**config.mk**
```make
export PLATFORM = sky130hd
export DESIGN_NAME = formula_sweep_driver
export DESIGN_NICKNAME = d
export VERILOG_FILES = /design/src/rtl/formula_sweep_pkg.sv /design/src/rtl/formula_sweep_driver_witness_slot.sv /design/src/rtl/formula_sweep_driver.sv
export SDC_FILE = /design/constraint.sdc
export NUM_CORES = 1
export LEC_CHECK = 0
export ABC_CLOCK_PERIOD_IN_PS = 2170
export BUFFER_PORTS_ARGS = -buffer_cell sky130_fd_sc_hd__buf_4
export CAP_MARGIN = 20
export CORE_ASPECT_RATIO = 0.8
export CORE_MARGIN = 2
export CORE_UTILIZATION = 28
export CTS_BUF_LIST = sky130_fd_sc_hd__clkbuf_4 sky130_fd_sc_hd__clkbuf_8
export CTS_CLUSTER_SIZE = 24
export DETAILED_ROUTE_END_ITERATION = 7
export SLEW_MARGIN = 20
export SYNTH_ARGS = -nofsm -noshare
export SYNTH_HDL_FRONTEND = slang
export SYNTH_HIERARCHICAL = 1
export SYNTH_SLANG_ARGS = --single-unit
```
**constraint.sdc**
```tcl
create_clock -name clk -period 2.17 [get_ports clk]
set_input_delay 0.217 -clock clk [delete_from_list [all_inputs] [get_ports clk]]
set_output_delay 0.217 -clock clk [all_outputs]
set_load 0.02 [all_outputs]
```
**src/rtl/formula_sweep_pkg.sv**
```systemverilog
// Shared types and sizing helpers for the formula sweep driver.
package formula_sweep_pkg;

  localparam int unsigned N_IN_DEFAULT = 16;

  typedef enum logic [1:0] {
    IDLE  = 2'd0,
    SWEEP = 2'd1,
    DRAIN = 2'd2,
    DONE  = 2'd3
  } sweep_state_t;

  // One extra bit so the counter can hold 2^n when every assignment satisfies.
  function automatic int unsigned cnt_w(input int unsigned n);
    return n + 1;
  endfunction

endpackage

```
**src/rtl/formula_sweep_driver_witness_slot.sv**
```systemverilog
// Single-entry valid/ready holding register for satisfying assignments.
module witness_slot #(
  parameter int unsigned W = 16
) (
  input  logic         clk,
  input  logic         rst,
  input  logic         load,
  input  logic [W-1:0] load_data,
  input  logic         wit_ready,
  output logic         wit_valid,
  output logic [W-1:0] wit_data,
  output logic         slot_free
);

  // Free when empty or when the held entry leaves on this edge.
  assign slot_free = !wit_valid || wit_ready;

  always_ff @(posedge clk or posedge rst) begin
    if (rst) begin
      wit_valid <= 1'b0;
      wit_data  <= '0;
    end else if (load) begin
      wit_valid <= 1'b1;
      wit_data  <= load_data;
    end else if (wit_valid && wit_ready) begin
      wit_valid <= 1'b0;
    end
  end

endmodule

```
**src/rtl/formula_sweep_driver.sv**
```systemverilog
// Sweeps all formula input assignments, counts satisfying ones and streams witnesses.
module formula_sweep_driver
  import formula_sweep_pkg::*;
#(
  parameter int unsigned N_IN  = N_IN_DEFAULT,
  parameter int unsigned CNT_W = cnt_w(N_IN)
) (
  input  logic             clk,
  input  logic             rst,
  input  logic             start,
  input  logic             stop_first,
  output logic [N_IN-1:0]  formula_in,
  input  logic             formula_out,
  output logic             wit_valid,
  input  logic             wit_ready,
  output logic [N_IN-1:0]  wit_data,
  output logic [CNT_W-1:0] sat_count,
  output logic             busy,
  output logic             done
);

  sweep_state_t state;
  logic         stop_first_q;
  logic         slot_free;
  logic         load;
  logic         stall;
  logic         last_assign;

  assign load        = (state == SWEEP) && formula_out && slot_free;
  assign stall       = formula_out && !slot_free;
  assign last_assign = (formula_in == '1);

  witness_slot #(
    .W (N_IN)
  ) u_slot (
    .clk       (clk),
    .rst       (rst),
    .load      (load),
    .load_data (formula_in),
    .wit_ready (wit_ready),
    .wit_valid (wit_valid),
    .wit_data  (wit_data),
    .slot_free (slot_free)
  );

  always_ff @(posedge clk or posedge rst) begin
    if (rst) begin
      state        <= IDLE;
      formula_in   <= '0;
      sat_count    <= '0;
      stop_first_q <= 1'b0;
      busy         <= 1'b0;
      done         <= 1'b0;
    end else begin
      done <= 1'b0;
      case (state)
        IDLE, DONE: begin
          if (start) begin
            formula_in   <= '0;
            sat_count    <= '0;
            stop_first_q <= stop_first;
            busy         <= 1'b1;
            state        <= SWEEP;
          end
        end
        SWEEP: begin
          if (!stall) begin
            if (formula_out) begin
              sat_count <= sat_count + CNT_W'(1);
            end
            // The all-ones test precedes the increment, so the register never wraps.
            if (last_assign || (stop_first_q && formula_out)) begin
              state <= DRAIN;
            end else begin
              formula_in <= formula_in + N_IN'(1);
            end
          end
        end
        DRAIN: begin
          if (slot_free) begin
            state <= DONE;
            busy  <= 1'b0;
            done  <= 1'b1;
          end
        end
        default: state <= IDLE;
      endcase
    end
  end

endmodule

```
==> summary.txt <==
Timing
  – Setup Skew: 3.86 ps
  – Unrepaired setup endpoints after global routing: no
  – Final Critical Period: 2020 ps
  – Worst-Margin Slew: between 600 and 700 ps
  – Worst slew margin: a little over half
  – Hold Worst Slack: ~17 ps
  – Final setup fails: 0
  – Period utilisation layout: 93.2%
  – Sum Neg Setup Slack: 0 ps
  – Max Freq: a little under 0.5 GHz
  – Final setup margin: between 100 and 150 ps
  – Final hold violation count: 0
  – Max-slew violation count: 0

Power
  – Peak supply drop: approximately 0.38 mV
  – Clock share of power: 17.9%
  – Reg power frac: between 30% and 40%
  – Total power: around 3.2 mW
  – Logic gate share of total power: ~44%
  – Switching fraction of total power: 39.2%
  – Internal: ~2 mW
  – Power Dens Cells: 896 nW/um2
  – Leakage: 1.67 nW
  – Sw Pwr: 1.26 mW

Route
  – Vias: around 2300
  – DR pass1 iterations: 4
  – Iteration-0 DRC Markers: 122
  – Post-DRT Antenna Nets: 0
  – Final WL: between 6000 and 7000 um
  – Post-DR vias/cell: 4.77
  – Post-route DRC: 0
  – Post-DR wirelength/cell: 14.2 um

Final layout
  – Layout area overhead: 27.9%
  – Cell Count, Final, Fillers Out: 473
  – Commonest cells after routing, fill and taps aside: buf_4, dfrtp_1, nand2_1
  – Share of cells above drive strength 1: 33.8%
  – Antenna fix cells: 0
  – Leading cell type in the layout, fill and taps excluded: buf_4
  – Nets: 347

Floorplan
  – Row count: 32
  – Die ar.: between 10000 and 15000 um2
  – Initial Utilization: between 20% and 30%
  – Placeable Area: 9690 um2
  – Die W: ~120 um
  – Boundary pin count: 58
  – Die Height: 93.4 um

Place
  – Placed cell count: 463
  – DP Worst Slack: 101 ps
  – Gpl congestion: 0.761
  – DP HPWL: 4920 um
  – # port buffers: 57

Global routing
  – First-pass GRT wire length: 11100 um
  – Total grt overflow: 0
  – Vias in the first global route: ~2100
  – GRT Overall Usage: 13.0%
  – Initial antenna violation count: 0
  – Pin count of the biggest net entering global routing: 39

Logic synthesis
  – Post-synth EDFFs: 0
  – Synth Instances: 262
  – Simple-Gate Fraction of Synth Area: 21.3%
  – Warnings, synthesis: 6
  – Syn Area/Cell: roughly 11 um2
  – Largest family of logic cells by synthesized area: simple AND/OR/NAND/NOR gates
  – Register area share after synthesis: about half
  – Compound-Gate Fraction of Synth Area: a little over a tenth
  – Post-Syn Area: 2800 um2
  – Synth Area in Adders: 2.24%
  – Top FF cell, synth: dfrtp_1
  – Xor/xnor cell area share of the yosys netlist: 4.07%
  – Mux cell area share after synthesis: 9.66%
  – Post-synthesis register bit count: 55
  – Synth unique cells: 48
  – Synthesized net count: roughly 270
  – Ys async rst share: 100%

Critical path
  – Reg2Reg Depth: 7
  – CP max stage delay: about 500 ps
  – Worst Setup Start Kind: flop
  – CP top delay family: simple AND/OR/NAND/NOR gates
  – Critical Path AT: ~2300 ps
  – WS Path Type: flop to flop
  – Crit path depth: 7
  – CP required: 2420 ps
  – Max Fanout on Critical Path: 7
  – Crit path buffers/inverters: 1
  – Slowest stage cell on the critical path: or4_1
  – Crit. End Element: flop
  – Cell chain of the critical path: inv_1 -> ha_2 -> mux2_4 -> o21ai_1 -> or2_1 -> or4_1 -> nand3_1

Clock tree
  – CTS sink cnt: 55
  – Skew-Pair Late Insertion Delay: 300 ps
  – Clock Tree Buf Depth: 2
  – H-tree Lvls: 2
  – Cts bufs inserted: 5
  – CTS tree: yes
  – Clock Tree Root: clkbuf_8
  – Reg clk slew, reported paths: 90 ps

Worst hold path
  – HP Class: primary input to asynchronous set/reset pin

Job
  – Max-Cap Viols: 0

Status
  – Status: finished clean
[flip-flops by register name (all words and copies together) (netlist names)]
register,flops
u_slot/wit_valid,1
done,1
busy,1
stop_first_q,1
sat_count,17
formula_in,16
state,2
u_slot/wit_data,16
[logic make-up (layout without fill, tap and decap cells)]
family | count (synthesis) | after routing
AND/OR/NAND/NOR | 111 | 111
multiplexers | 21 | 21
flip-flops | 55 | 55
AO/OA/AOI/OAI | 42 | 42
adder cells (fa/ha/maj) | 5 | 5
XOR/XNOR | 13 | 13
buffers and inverters | 15 | 90
[power by group through the flow]
stage	logic, mW	registers [mW]	clock network [mW]
after floorplan	0.788	1.33	0
after global placement	1.35	1.23	0
after detailed placement	1.37	1.24	0
after CTS	1.38	1.22	0.599
after global routing	1.58	1.23	0.640
final	1.42	1.21	0.573
[layer usage]
layer  wire (um)  track usage (%)
met1        3350             19.9
met2        2980             18.7
met3         307             2.14
met4          72             3.47
met5           0                0
[stage by stage]
step | util, % | cell area, um2
global placement | 35.8 | 3470
CTS | 36.7 | 3550
global route | 37.0 | 3580
finish | 37.0 | 3580
detailed placement | 35.8 | 3470
floorplan | - | 2800
[cells in the mapped netlist, types with 4 or more instances]
cell type | n | share of area, %
dfrtp_1 | 55 | 49
xor2_1 | 4 | 1.3
o31ai_1 | 4 | 1.1
and4_1 | 4 | 1.3
o211ai_1 | 7 | 1.9
mux2_4 | 10 | 5.4
a21oi_1 | 7 | 1.3
xnor2_1 | 9 | 2.8
nor3_1 | 6 | 1.1
nor2_1 | 17 | 2.3
and3_1 | 5 | 1.1
nand3_1 | 17 | 3.0
nand2b_1 | 5 | 1.1
inv_1 | 7 | 0.94
o21ai_0 | 11 | 2.0
ha_1 | 5 | 2.2
nand4_1 | 7 | 1.6
nand2_1 | 28 | 3.8
or4_1 | 4 | 1.1
mux2_2 | 8 | 3.2
[path summary, 6_finish.rpt]
check	startpoint	to	slack [ps]
min in group clk	stop_first	stop_first_q	140
worst max-delay path	state[0]	formula_in[8]	150
max in group asynchronous	rst	u_slot/wit_data[7]	1720
worst min register to register	u_slot/wit_data[13]	u_slot/wit_data[13]	520
worst max register to register	state[0]	formula_in[8]	150
worst min-delay path	rst	u_slot/wit_data[5]	20
[final cells by class]
type                       instances  area [um2]
clock buffer                       7        83.8
clock inverter                     1        5.00
fill                            1004        6110
inverter                           8        30.0
multi-input combinational        192        1350
sequential                        55        1380
tap                              136         170
timing repair buffer              74         568
[repair_timing]
| action | 4_1_cts | 5_1_grt |
|---|---|---|
| hold buffers | 0 | 0 |
| gates resized for setup | 0 | 3 |
| hold endpoints to repair | 0 | 0 |
| buffers inserted | 0 | 2 |
| endpoints found under the setup margin | 0 | 7 |
Power figures use the tool's default switching activity.
